<file path="src/rtl/state_pkg.sv">
// Animation state seen by the player sprite drawer, plus the jump phase and walk direction.
package state_pkg;

    typedef enum logic [2:0] {
        IDLE,
        RIGHT1,
        LEFT1,
        RIGHT2,
        LEFT2
    } State;

    typedef enum logic [1:0] {
        GROUND,
        RISING,
        FALLING
    } jump_state_t;

    typedef enum logic [1:0] {
        DIR_NONE,
        DIR_RIGHT,
        DIR_LEFT
    } dir_t;

endpackage

</file>
<file path="src/rtl/vga_pkg.sv">
// VGA geometry shared by the drawing stages and the per-frame controllers.
package vga_pkg;

    localparam int unsigned SCREEN_W = 800;
    localparam int unsigned SPRITE_W = 40;

endpackage

</file>
<file path="src/rtl/frame_tick_gen.sv">
// Rising-edge detector on vblnk; frame_tick is a registered one-cycle pulse per frame.
module frame_tick_gen (
    input  logic clk,
    input  logic rst,
    input  logic vblnk,
    output logic frame_tick
);

    logic vblnk_d;

    always_ff @(posedge clk) begin
        if (!rst) begin
            vblnk_d    <= 1'b0;
            frame_tick <= 1'b0;
        end else begin
            vblnk_d    <= vblnk;
            frame_tick <= vblnk & ~vblnk_d;
        end
    end

endmodule

</file>
<file path="src/rtl/player_motion_ctl.sv">
// Per-frame player controller: turns key levels into sprite position and animation state,
// updating only once per frame so the drawer never sees a mid-frame change.
module player_motion_ctl
    import state_pkg::*;
#(
    parameter int unsigned STEP        = 4,
    parameter int unsigned X_MIN       = 0,
    parameter int unsigned X_MAX       = vga_pkg::SCREEN_W - vga_pkg::SPRITE_W,
    parameter int unsigned X_START     = 380,
    parameter int unsigned Y_GROUND    = 100,
    parameter int unsigned JUMP_V      = 12,
    parameter int unsigned GRAVITY     = 1,
    parameter int unsigned ANIM_FRAMES = 8
) (
    input  logic        clk,
    input  logic        rst,
    input  logic        vblnk,
    input  logic        move_left,
    input  logic        move_right,
    input  logic        jump,
    output logic [11:0] xpos_player1,
    output logic [11:0] ypos_player1,
    output State        state,
    output logic        frame_tick
);

    localparam int unsigned AW = (ANIM_FRAMES > 1) ? $clog2(ANIM_FRAMES) : 1;

    logic [11:0]   x_q, x_d, y_q, y_d, vel_q, vel_d;
    logic [AW-1:0] anim_cnt_q, anim_cnt_d;
    logic          phase_q, phase_d, armed_q, armed_d;
    jump_state_t   jump_q, jump_d;
    dir_t          dir_q, dir_d, dir_now;
    State          state_q, state_d;
    logic [12:0]   x_sum, x_dif, y_sub, y_add;

    frame_tick_gen u_frame_tick_gen (
        .clk        (clk),
        .rst        (rst),
        .vblnk      (vblnk),
        .frame_tick (frame_tick)
    );

    always_ff @(posedge clk) begin
        if (!rst) begin
            x_q        <= 12'(X_START);
            y_q        <= 12'(Y_GROUND);
            vel_q      <= '0;
            jump_q     <= GROUND;
            anim_cnt_q <= '0;
            phase_q    <= 1'b0;
            armed_q    <= 1'b1;
            dir_q      <= DIR_NONE;
            state_q    <= IDLE;
        end else begin
            x_q        <= x_d;
            y_q        <= y_d;
            vel_q      <= vel_d;
            jump_q     <= jump_d;
            anim_cnt_q <= anim_cnt_d;
            phase_q    <= phase_d;
            armed_q    <= armed_d;
            dir_q      <= dir_d;
            state_q    <= state_d;
        end
    end

    // Vertical motion: jump FSM next state, velocity and height.
    always_comb begin
        jump_d  = jump_q;
        vel_d   = vel_q;
        y_d     = y_q;
        armed_d = armed_q;
        y_sub   = {1'b0, y_q} - {1'b0, vel_q};
        y_add   = '0;
        if (frame_tick) begin
            if (!jump) begin
                armed_d = 1'b1;
            end
            unique case (jump_q)
                GROUND: begin
                    if (jump && armed_q) begin
                        vel_d   = 12'(JUMP_V);
                        armed_d = 1'b0;
                        jump_d  = RISING;
                    end
                end
                RISING: begin
                    y_d = y_sub[12] ? 12'd0 : y_sub[11:0];
                    if (vel_q <= 12'(GRAVITY)) begin
                        vel_d  = '0;
                        jump_d = FALLING;
                    end else begin
                        vel_d = vel_q - 12'(GRAVITY);
                    end
                end
                FALLING: begin
                    vel_d = vel_q + 12'(GRAVITY);
                    y_add = {1'b0, y_q} + {1'b0, vel_d};
                    if (y_add >= 13'(Y_GROUND)) begin
                        y_d    = 12'(Y_GROUND);
                        vel_d  = '0;
                        jump_d = GROUND;
                    end else begin
                        y_d = y_add[11:0];
                    end
                end
                default: jump_d = GROUND;
            endcase
        end
    end

    // Horizontal motion and walk animation.
    always_comb begin
        x_d        = x_q;
        anim_cnt_d = anim_cnt_q;
        phase_d    = phase_q;
        dir_d      = dir_q;
        state_d    = state_q;
        x_sum      = {1'b0, x_q} + 13'(STEP);
        x_dif      = {1'b0, x_q} - 13'(STEP);
        if (move_right && !move_left) begin
            dir_now = DIR_RIGHT;
        end else if (move_left && !move_right) begin
            dir_now = DIR_LEFT;
        end else begin
            dir_now = DIR_NONE;
        end
        if (frame_tick) begin
            if (dir_now == DIR_RIGHT) begin
                x_d = (x_sum > 13'(X_MAX)) ? 12'(X_MAX) : x_sum[11:0];
            end else if (dir_now == DIR_LEFT) begin
                x_d = (x_dif[12] || x_dif < 13'(X_MIN)) ? 12'(X_MIN) : x_dif[11:0];
            end
            if (dir_now == DIR_NONE || dir_now != dir_q) begin
                anim_cnt_d = '0;
                phase_d    = 1'b0;
            end else if (anim_cnt_q == AW'(ANIM_FRAMES - 1)) begin
                anim_cnt_d = '0;
                phase_d    = ~phase_q;
            end else begin
                anim_cnt_d = anim_cnt_q + AW'(1);
            end
            dir_d = dir_now;
            unique case (dir_now)
                DIR_RIGHT: state_d = phase_d ? RIGHT2 : RIGHT1;
                DIR_LEFT:  state_d = phase_d ? LEFT2 : LEFT1;
                default:   state_d = IDLE;
            endcase
        end
    end

    always_comb begin
        xpos_player1 = x_q;
        ypos_player1 = y_q;
        state        = state_q;
    end

endmodule

</file>
<file path="config.mk">
export PLATFORM = sky130hd
export DESIGN_NAME = player_motion_ctl
export DESIGN_NICKNAME = d
export VERILOG_FILES = /design/src/rtl/state_pkg.sv /design/src/rtl/vga_pkg.sv /design/src/rtl/frame_tick_gen.sv /design/src/rtl/player_motion_ctl.sv
export SDC_FILE = /design/constraint.sdc
export NUM_CORES = 1
export LEC_CHECK = 0
export BUFFER_PORTS_ARGS = -buffer_cell sky130_fd_sc_hd__buf_4
export CORE_UTILIZATION = 50
export CTS_CLUSTER_DIAMETER = 30
export DETAILED_ROUTE_END_ITERATION = 12
export PLACE_DENSITY = 0.74
export SLEW_MARGIN = 20
export SYNTH_ARGS = -nofsm -noshare
export SYNTH_HDL_FRONTEND = slang
export SYNTH_SLANG_ARGS = --single-unit
</file>
<file path="constraint.sdc">
create_clock -name clk -period 9 [get_ports clk]
set_input_delay 2.7 -clock clk [delete_from_list [all_inputs] [get_ports clk]]
set_output_delay 2.7 -clock clk [all_outputs]
set_load 0.01 [all_outputs]
</file>
=== After elaboration in Yosys (flattened, before gate mapping) ===
Index checks and enable logic that the tools add are counted.

* Register bits: 50
* Latch bits: 0
* Bits in writable memories: 0
* Bits in read-only memories: 0
* Bits of input ports: 6
* Output and inout bits: 28
* Memories: 0

* $add $sub $neg: 7
* Multipliers: 0
* Divide/modulo/power cells: 0
* Order comparisons: 4
* Eq/ne operators: 9
* Shifts and indexed selects: 0
* Multiplexer cells: 28
* Bitwise gates (word level): 3
* Reduce and logical (&&, ||, !) cells: 16

{| class="wikitable"
|+ Operator list
! cell !! number
|-
| 2-to-1 mux 12 bit || 9
|-
| case mux 12 bit (3 select lines) || 1
|-
| case mux 12 bit (2 select lines) || 1
|-
| adder 12 x 12 -> 13 bit || 1
|-
| adder 12 x 3 -> 13 bit, second input constant || 1
|-
| >= comparator 13 x 7 -> 1 bit, second input constant || 1
|-
| > comparator 13 x 10 -> 1 bit, second input constant || 1
|-
| less-than comparator 13 x 1 -> 1 bit, second input constant || 1
|-
| subtractor 12 x 12 -> 13 bit || 1
|-
| subtractor 12 x 3 -> 13 bit, second input constant || 1
|-
| adder 12 x 1 -> 12 bit, second input constant || 1
|-
| less-or-equal comparator 12 x 1 -> 1 bit, second input constant || 1
|-
| 2-to-1 mux 2 bit || 6
|-
| subtractor 12 x 1 -> 12 bit, second input constant || 1
|-
| 2-to-1 mux 3 bit || 3
|-
| 2-to-1 mux 1 bit || 6
|-
| != test 2 bit, second input constant || 3
|-
| case mux 2 bit (3 select lines) || 1
|-
| case mux 3 bit (2 select lines) || 1
|-
| == test 2 x 1 -> 1 bit, second input constant || 2
|-
| == test 2 bit, second input constant || 2
|-
| logical NOT 2 bit || 2
|-
| AND reduction 2 bit || 2
|-
| AND reduction 4 bit || 1
|-
| other kinds (11) || 17
|}

=== Depth between registers and ports, before layout ===
* Depth in word-level cells: 10
* Mapped depth: 15
* Gate-level depth less buffers: 13

=== Modules after synthesis ===
A second synthesis with hierarchy kept.

* Cells, all modules: 549
* Area total of the unflattened synthesis: 4096.4 sq um

{| class="wikitable"
|+ Modules (own cells, without submodules)
! module !! times used !! cells each !! area an instance (sq um) !! seq. area each (sq um)
|-
| player_motion_ctl || 1 || 545 || 4041.4 || 900.9
|-
| frame_tick_gen || 1 || 4 || 55.1 || 40.0
|}

=== Least setup slack after synthesis ===
OpenSTA, ideal clock, no wires.

* Path kind: input-to-reg
* Start point: input port move_left
* End point: register x_q[5], in the netlist xpos_player1[5]
* Setup time: 122 ps
* Arrival: 3953 ps
* Setup slack: 4925 ps
* Stages on the path: 7
* Buffers on the path: 1
* Path through: inv_1 > ha_1 > clkbuf_1 > nor2_1 > a22oi_1 > o221ai_1 > a221o_1

* Longest elaborated chain between the ends: 6

{| class="wikitable"
|+ Ends and longest elaborated chain
! item !! line !! text
|-
| start: declaration || player_motion_ctl.sv:18 || <nowiki>input logic move_left,</nowiki>
|-
| logical NOT 1 bit * || player_motion_ctl.sv:122 || <nowiki>if (move_right && !move_left) begin</nowiki>
|-
| logical AND 1 bit * || player_motion_ctl.sv:122 ||
|-
| 2-to-1 mux 2 bit * || player_motion_ctl.sv:122 ||
|-
| named net dir_now[0] || player_motion_ctl.sv:33 || <nowiki>dir_t dir_q, dir_d, dir_now;</nowiki>
|-
| == test 2 x 1 -> 1 bit or == test 2 bit (tied branches) || player_motion_ctl.sv:130, player_motion_ctl.sv:132 ||
|-
| nonzero test 2 bit (no source line) || -- ||
|-
| AND reduction 2 bit (no source line) || -- ||
|-
| end signal: assignment || player_motion_ctl.sv:46 || <nowiki>x_q <= 12'(X_START);</nowiki>
|-
| end: declaration || player_motion_ctl.sv:29 || <nowiki>logic [11:0] x_q, x_d, y_q, y_d, vel_q, vel_d;</nowiki>
|}

Mark *: on every way through the listed nets, which the timed path passes. The rest lies on a longest branch.
A chain may end at the register's enable or synchronous reset.

=== Worst setup path in the final report ===
* Start point: input port move_left
* End point: register state_q[1], in the netlist state[1]

* Longest elaborated chain between the ends: 9

{| class="wikitable"
|+ Ends and longest elaborated chain
! item !! line !! text
|-
| logical NOT 1 bit * || player_motion_ctl.sv:122 ||
|-
| logical AND 1 bit * || player_motion_ctl.sv:122 ||
|-
| 2-to-1 mux 2 bit * || player_motion_ctl.sv:122 ||
|-
| named net dir_now[0] || player_motion_ctl.sv:33 ||
|-
| != test 2 bit or logical NOT 2 bit (tied branches) || player_motion_ctl.sv:135 || <nowiki>if (dir_now == DIR_NONE || dir_now != dir_q) begin</nowiki>
|-
| logical OR 1 bit || player_motion_ctl.sv:135 ||
|-
| 2-to-1 mux 1 bit || player_motion_ctl.sv:135 ||
|-
| 2-to-1 mux 1 bit || player_motion_ctl.sv:129 || <nowiki>if (frame_tick) begin</nowiki>
|-
| 2-to-1 mux 3 bit or 2-to-1 mux 2 bit (tied branches) || player_motion_ctl.sv:147, player_motion_ctl.sv:146 ||
|-
| case mux 3 bit (2 select lines) * || player_motion_ctl.sv:145 || <nowiki>unique case (dir_now)</nowiki>
|-
| end signal: assignment || player_motion_ctl.sv:64 || <nowiki>state_q <= state_d;</nowiki>
|-
| end: declaration || player_motion_ctl.sv:34 || <nowiki>State state_q, state_d;</nowiki>
|}

Mark *: on every way through the listed nets, which the timed path passes. The rest lies on a longest branch. The select of a mux whose other input is x is not followed.

==> summary.md <==
| Metric | Value |
|---|---|
| Status | `finished, final reports clean` |
| Die area | `8807 µm²` |
| Max-capacitance violation count | `0` |
| Top cells by area, synth | `dfxtp_1 (22%), ha_1 (12%), a21oi_1 (5.6%), nor2_1 (5.0%), xnor2_1 (4.4%)` |
| CTS Hold Bufs | `0` |
| Sequential Power Share | `0.479` |
| Layout cells sized above 1 | `0.09424` |
| Clock Path Buffers | `2` |
| Skew-Pair Late Insertion Delay | `0.31 ns` |
| Number of global-route vias before repair | `3822` |
| Number of remaining DRC errors | `0` |
| Pwr Density | `101.0 nW/µm²` |
| Async S/R FF share, synth | `0` |
| Routed Antenna Nets | `0` |
| Mapped Avg Cell Area | `7.518 µm²` |
| CP endpoint kind | `flop` |
| Via Count | `4219` |
| Worst EP arrival | `4.50 ns` |
| Psw | `135.3 µW` |
| Synth Flop Type | `dfxtp_1` |
| Final Setup Violations | `0` |
| Register area share after synthesis | `0.2231` |
| Routed len/inst | `16.52 µm` |
| Placeable Area | `8175 µm²` |
| Post-synthesis simple-gate area fraction | `0.2370` |
| Pin count of the biggest net entering global routing | `27` |
| Synthesis-stage register bit count | `47` |
| Number of synthesized flops with an enable pin | `0` |
| Hold Path Class | `flop to flop` |
| Setup Buffers After CTS | `0` |
| CP Data Required Time | `9.16 ns` |
| Clock power share | `0.355` |
| RSZ-0062 raised after global routing | `no` |
| Fin. Hold Viols | `0` |
| Adder-cell share of the synthesized area | `0.1252` |
| Post-Place Setup Slack | `4.387 ns` |
| Post-synthesis compound-gate area fraction | `0.2786` |
| RD Place Congestion | `0.8629` |
| Initial Utilization | `0.5159` |
| Post-synth top area cell | `dfxtp_1` |
| Row count | `33` |
| Largest stage delay, worst path | `0.61 ns` |
| Port Buf Inserts | `31` |
| Sw frac | `0.2931` |
| Peak Freq | `230.5 MHz` |
| Setup Skew | `0.01088 ns` |
| DR vias/cell | `6.223` |
| Iteration-0 DRC Markers | `445` |
| Worst setup SP type | `input pin` |
| I/O pin cnt | `34` |
| Cell breakdown of the critical path | `buf_4 -> inv_1 -> ha_1 -> xor2_1 -> or3_1 -> nor2_1 -> mux2i_1 -> a211oi_1` |
| Worst Path Buf+Inv | `2` |
| Fin crit period | `4.338 ns` |
| Count leader, synth | `nor2_1` |
| Leakage power | `1.806 nW` |
| ANT cells | `0` |
| Remaining Overflow, GRT | `0` |
| Drt pass-1 iters | `6` |
| Synth top cells by count | `nor2_1 (56), a21oi_1 (47), dfxtp_1 (47)` |
| Area added between synthesis and finish | `8.425%` |
| Slowest CP cell | `ha_1` |
| Cts repair resizes | `0` |
| Setup TNS | `0 ns` |
| Final Cycle Share | `0.4820` |
| Clk root buf | `clkbuf_8` |
| Clock slew at reported path FFs | `0.09 ns` |
| Slew @ Worst Pin | `0.9064 ns` |
| Fin nets | `619` |
| VDD IR max | `81.46 µV` |
| Cell-internal power | `326.4 µW` |
| Netlist cell types | `71` |
| CTS tree | `yes` |
| Final WL | `11200 µm` |
| Die width | `93.85 µm` |
| Max Slew Vio Count | `0` |
| Xor/xnor share of the synthesized area | `0.06230` |
| Post-synthesis mux area share | `0.01424` |
| Mapped Cells | `561` |
| Critical path's top delay family | `adder cells` |
| Total GRT Usage | `0.2688` |
| Combinational power share | `0.166` |
| Yosys top cell area share | `0.2231` |
| Largest family of logic cells by synthesized area | `compound AO/OA/AOI/OAI gates` |
| CTS Sinks | `47` |
| WS Path Type | `input pin to flop` |
| DPL Wire Length | `8368 µm` |
| Die H | `93.85 µm` |
| Synth warnings | `0` |
| H-tree depth | `2` |
| Initial antenna violation count | `0` |
| Synth Cell Area | `4218 µm²` |
| Flop2flop setup slack | `5.09 ns` |
| Final worst-path setup slack | `4.662 ns` |
| Cts bufs inserted | `5` |
| Slew HR | `0.3921` |
| First-pass GRT wire length | `18840 µm` |
| CP Max Fanout | `20` |
power groups by stage:
stage	Clock (mW)	Combinational, mW	Sequential, mW
floorplan	0	0.0602	0.221
global placement	0	0.0736	0.226
detailed placement	0	0.0752	0.226
CTS	0.167	0.0759	0.221
global route	0.176	0.0859	0.222
finish	0.164	0.0767	0.221
flip-flops by register name, indices dropped and copies added, names as in the netlist:
signal	cells
armed_q	1
anim_cnt_q	3
dir_q	2
ypos_player1	12
state	2
vel_q	12
phase_q	1
u_frame_tick_gen.frame_tick	1
u_frame_tick_gen.vblnk_d	1
xpos_player1	10
jump_q	2
final timing paths:
check / from / endpoint / cells after the start
min reg2reg: u_frame_tick_gen.vblnk_d$_SDFF_PN0_ / u_frame_tick_gen.frame_tick$_SDFF_PN0_ / 1
min: u_frame_tick_gen.vblnk_d$_SDFF_PN0_ / u_frame_tick_gen.frame_tick$_SDFF_PN0_ / 1
max reg2reg: vel_q[0]$_SDFFE_PN0P_ / ypos_player1[5]$_SDFFE_PN1P_ / 13
max: move_left / state[1]$_SDFFE_PN0P_ / 8
layout make-up:
cell class | count | area (µm²)
clock buffers | 5 | 68.82
clock inverters | 3 | 46.29
fillers | 772 | 3602
inverters | 32 | 120.1
multi-input cells | 455 | 3033
flip-flops and latches | 47 | 940.9
well taps | 105 | 131.4
repair buffers | 31 | 232.7
worst register-to-register path, cell delays in order (launching register included):
cell	delay [ns]
dfxtp_1	0.54
ha_1	0.30
nand2_1	0.12
or2_2	0.38
nor3_1	0.19
xnor2_1	0.19
ha_1	0.34
a21o_1	0.21
a21oi_1	0.19
a2bb2oi_1	0.18
nand3_1	0.17
a21oi_1	0.53
nand3b_1	0.13
a221o_1	0.34
metrics by stage:
step,power [mW],area [µm²],hold WS [ns],util,std cells
floorplan,0.2817,4222,0.3674,-,562
global placement,0.2991,4458,0.3715,0.5453,670
detailed placement,0.3011,4458,0.3884,0.5453,670
CTS,0.4643,4573,0.3978,0.5594,678
global route,0.4843,4573,0.4048,0.5594,678
finish,0.4617,4573,0.3908,0.5594,678
layout by cell type, fill, tap and decap left out, drive strengths merged, types with 8 or more instances in the layout:
cell	Yosys	final
nor2	56	56
nand2b	8	8
inv	31	32
buf	7	31
nand3	16	16
ha	39	39
nand4	8	8
xnor2	21	21
nor3	14	14
nand2	47	47
o21ai	44	44
xor2	9	9
a22oi	10	10
or3	9	9
a21oi	47	47
dfxtp	47	47
a31oi	10	10
cells by family (layout without fill, tap and decap cells):
logic type,count (synthesis),after routing
AND/OR/NAND/NOR,200,200
AO/OA/AOI/OAI,176,176
other,1,2
XOR/XNOR,30,30
adder cells (fa/ha/maj),41,41
buffers and inverters,60,71
flip-flops,47,47
multiplexers,6,6
routing by layer:
metal  wire [µm]  vias up  GRT usage
met4         323        0     0.1141
met2        4877      142     0.4009
met3         630       27    0.03883
li1            -     2066          -
met1        5367     1984     0.3824
met5           0        -          0
Note: power is estimated with default switching activity, not from simulation.
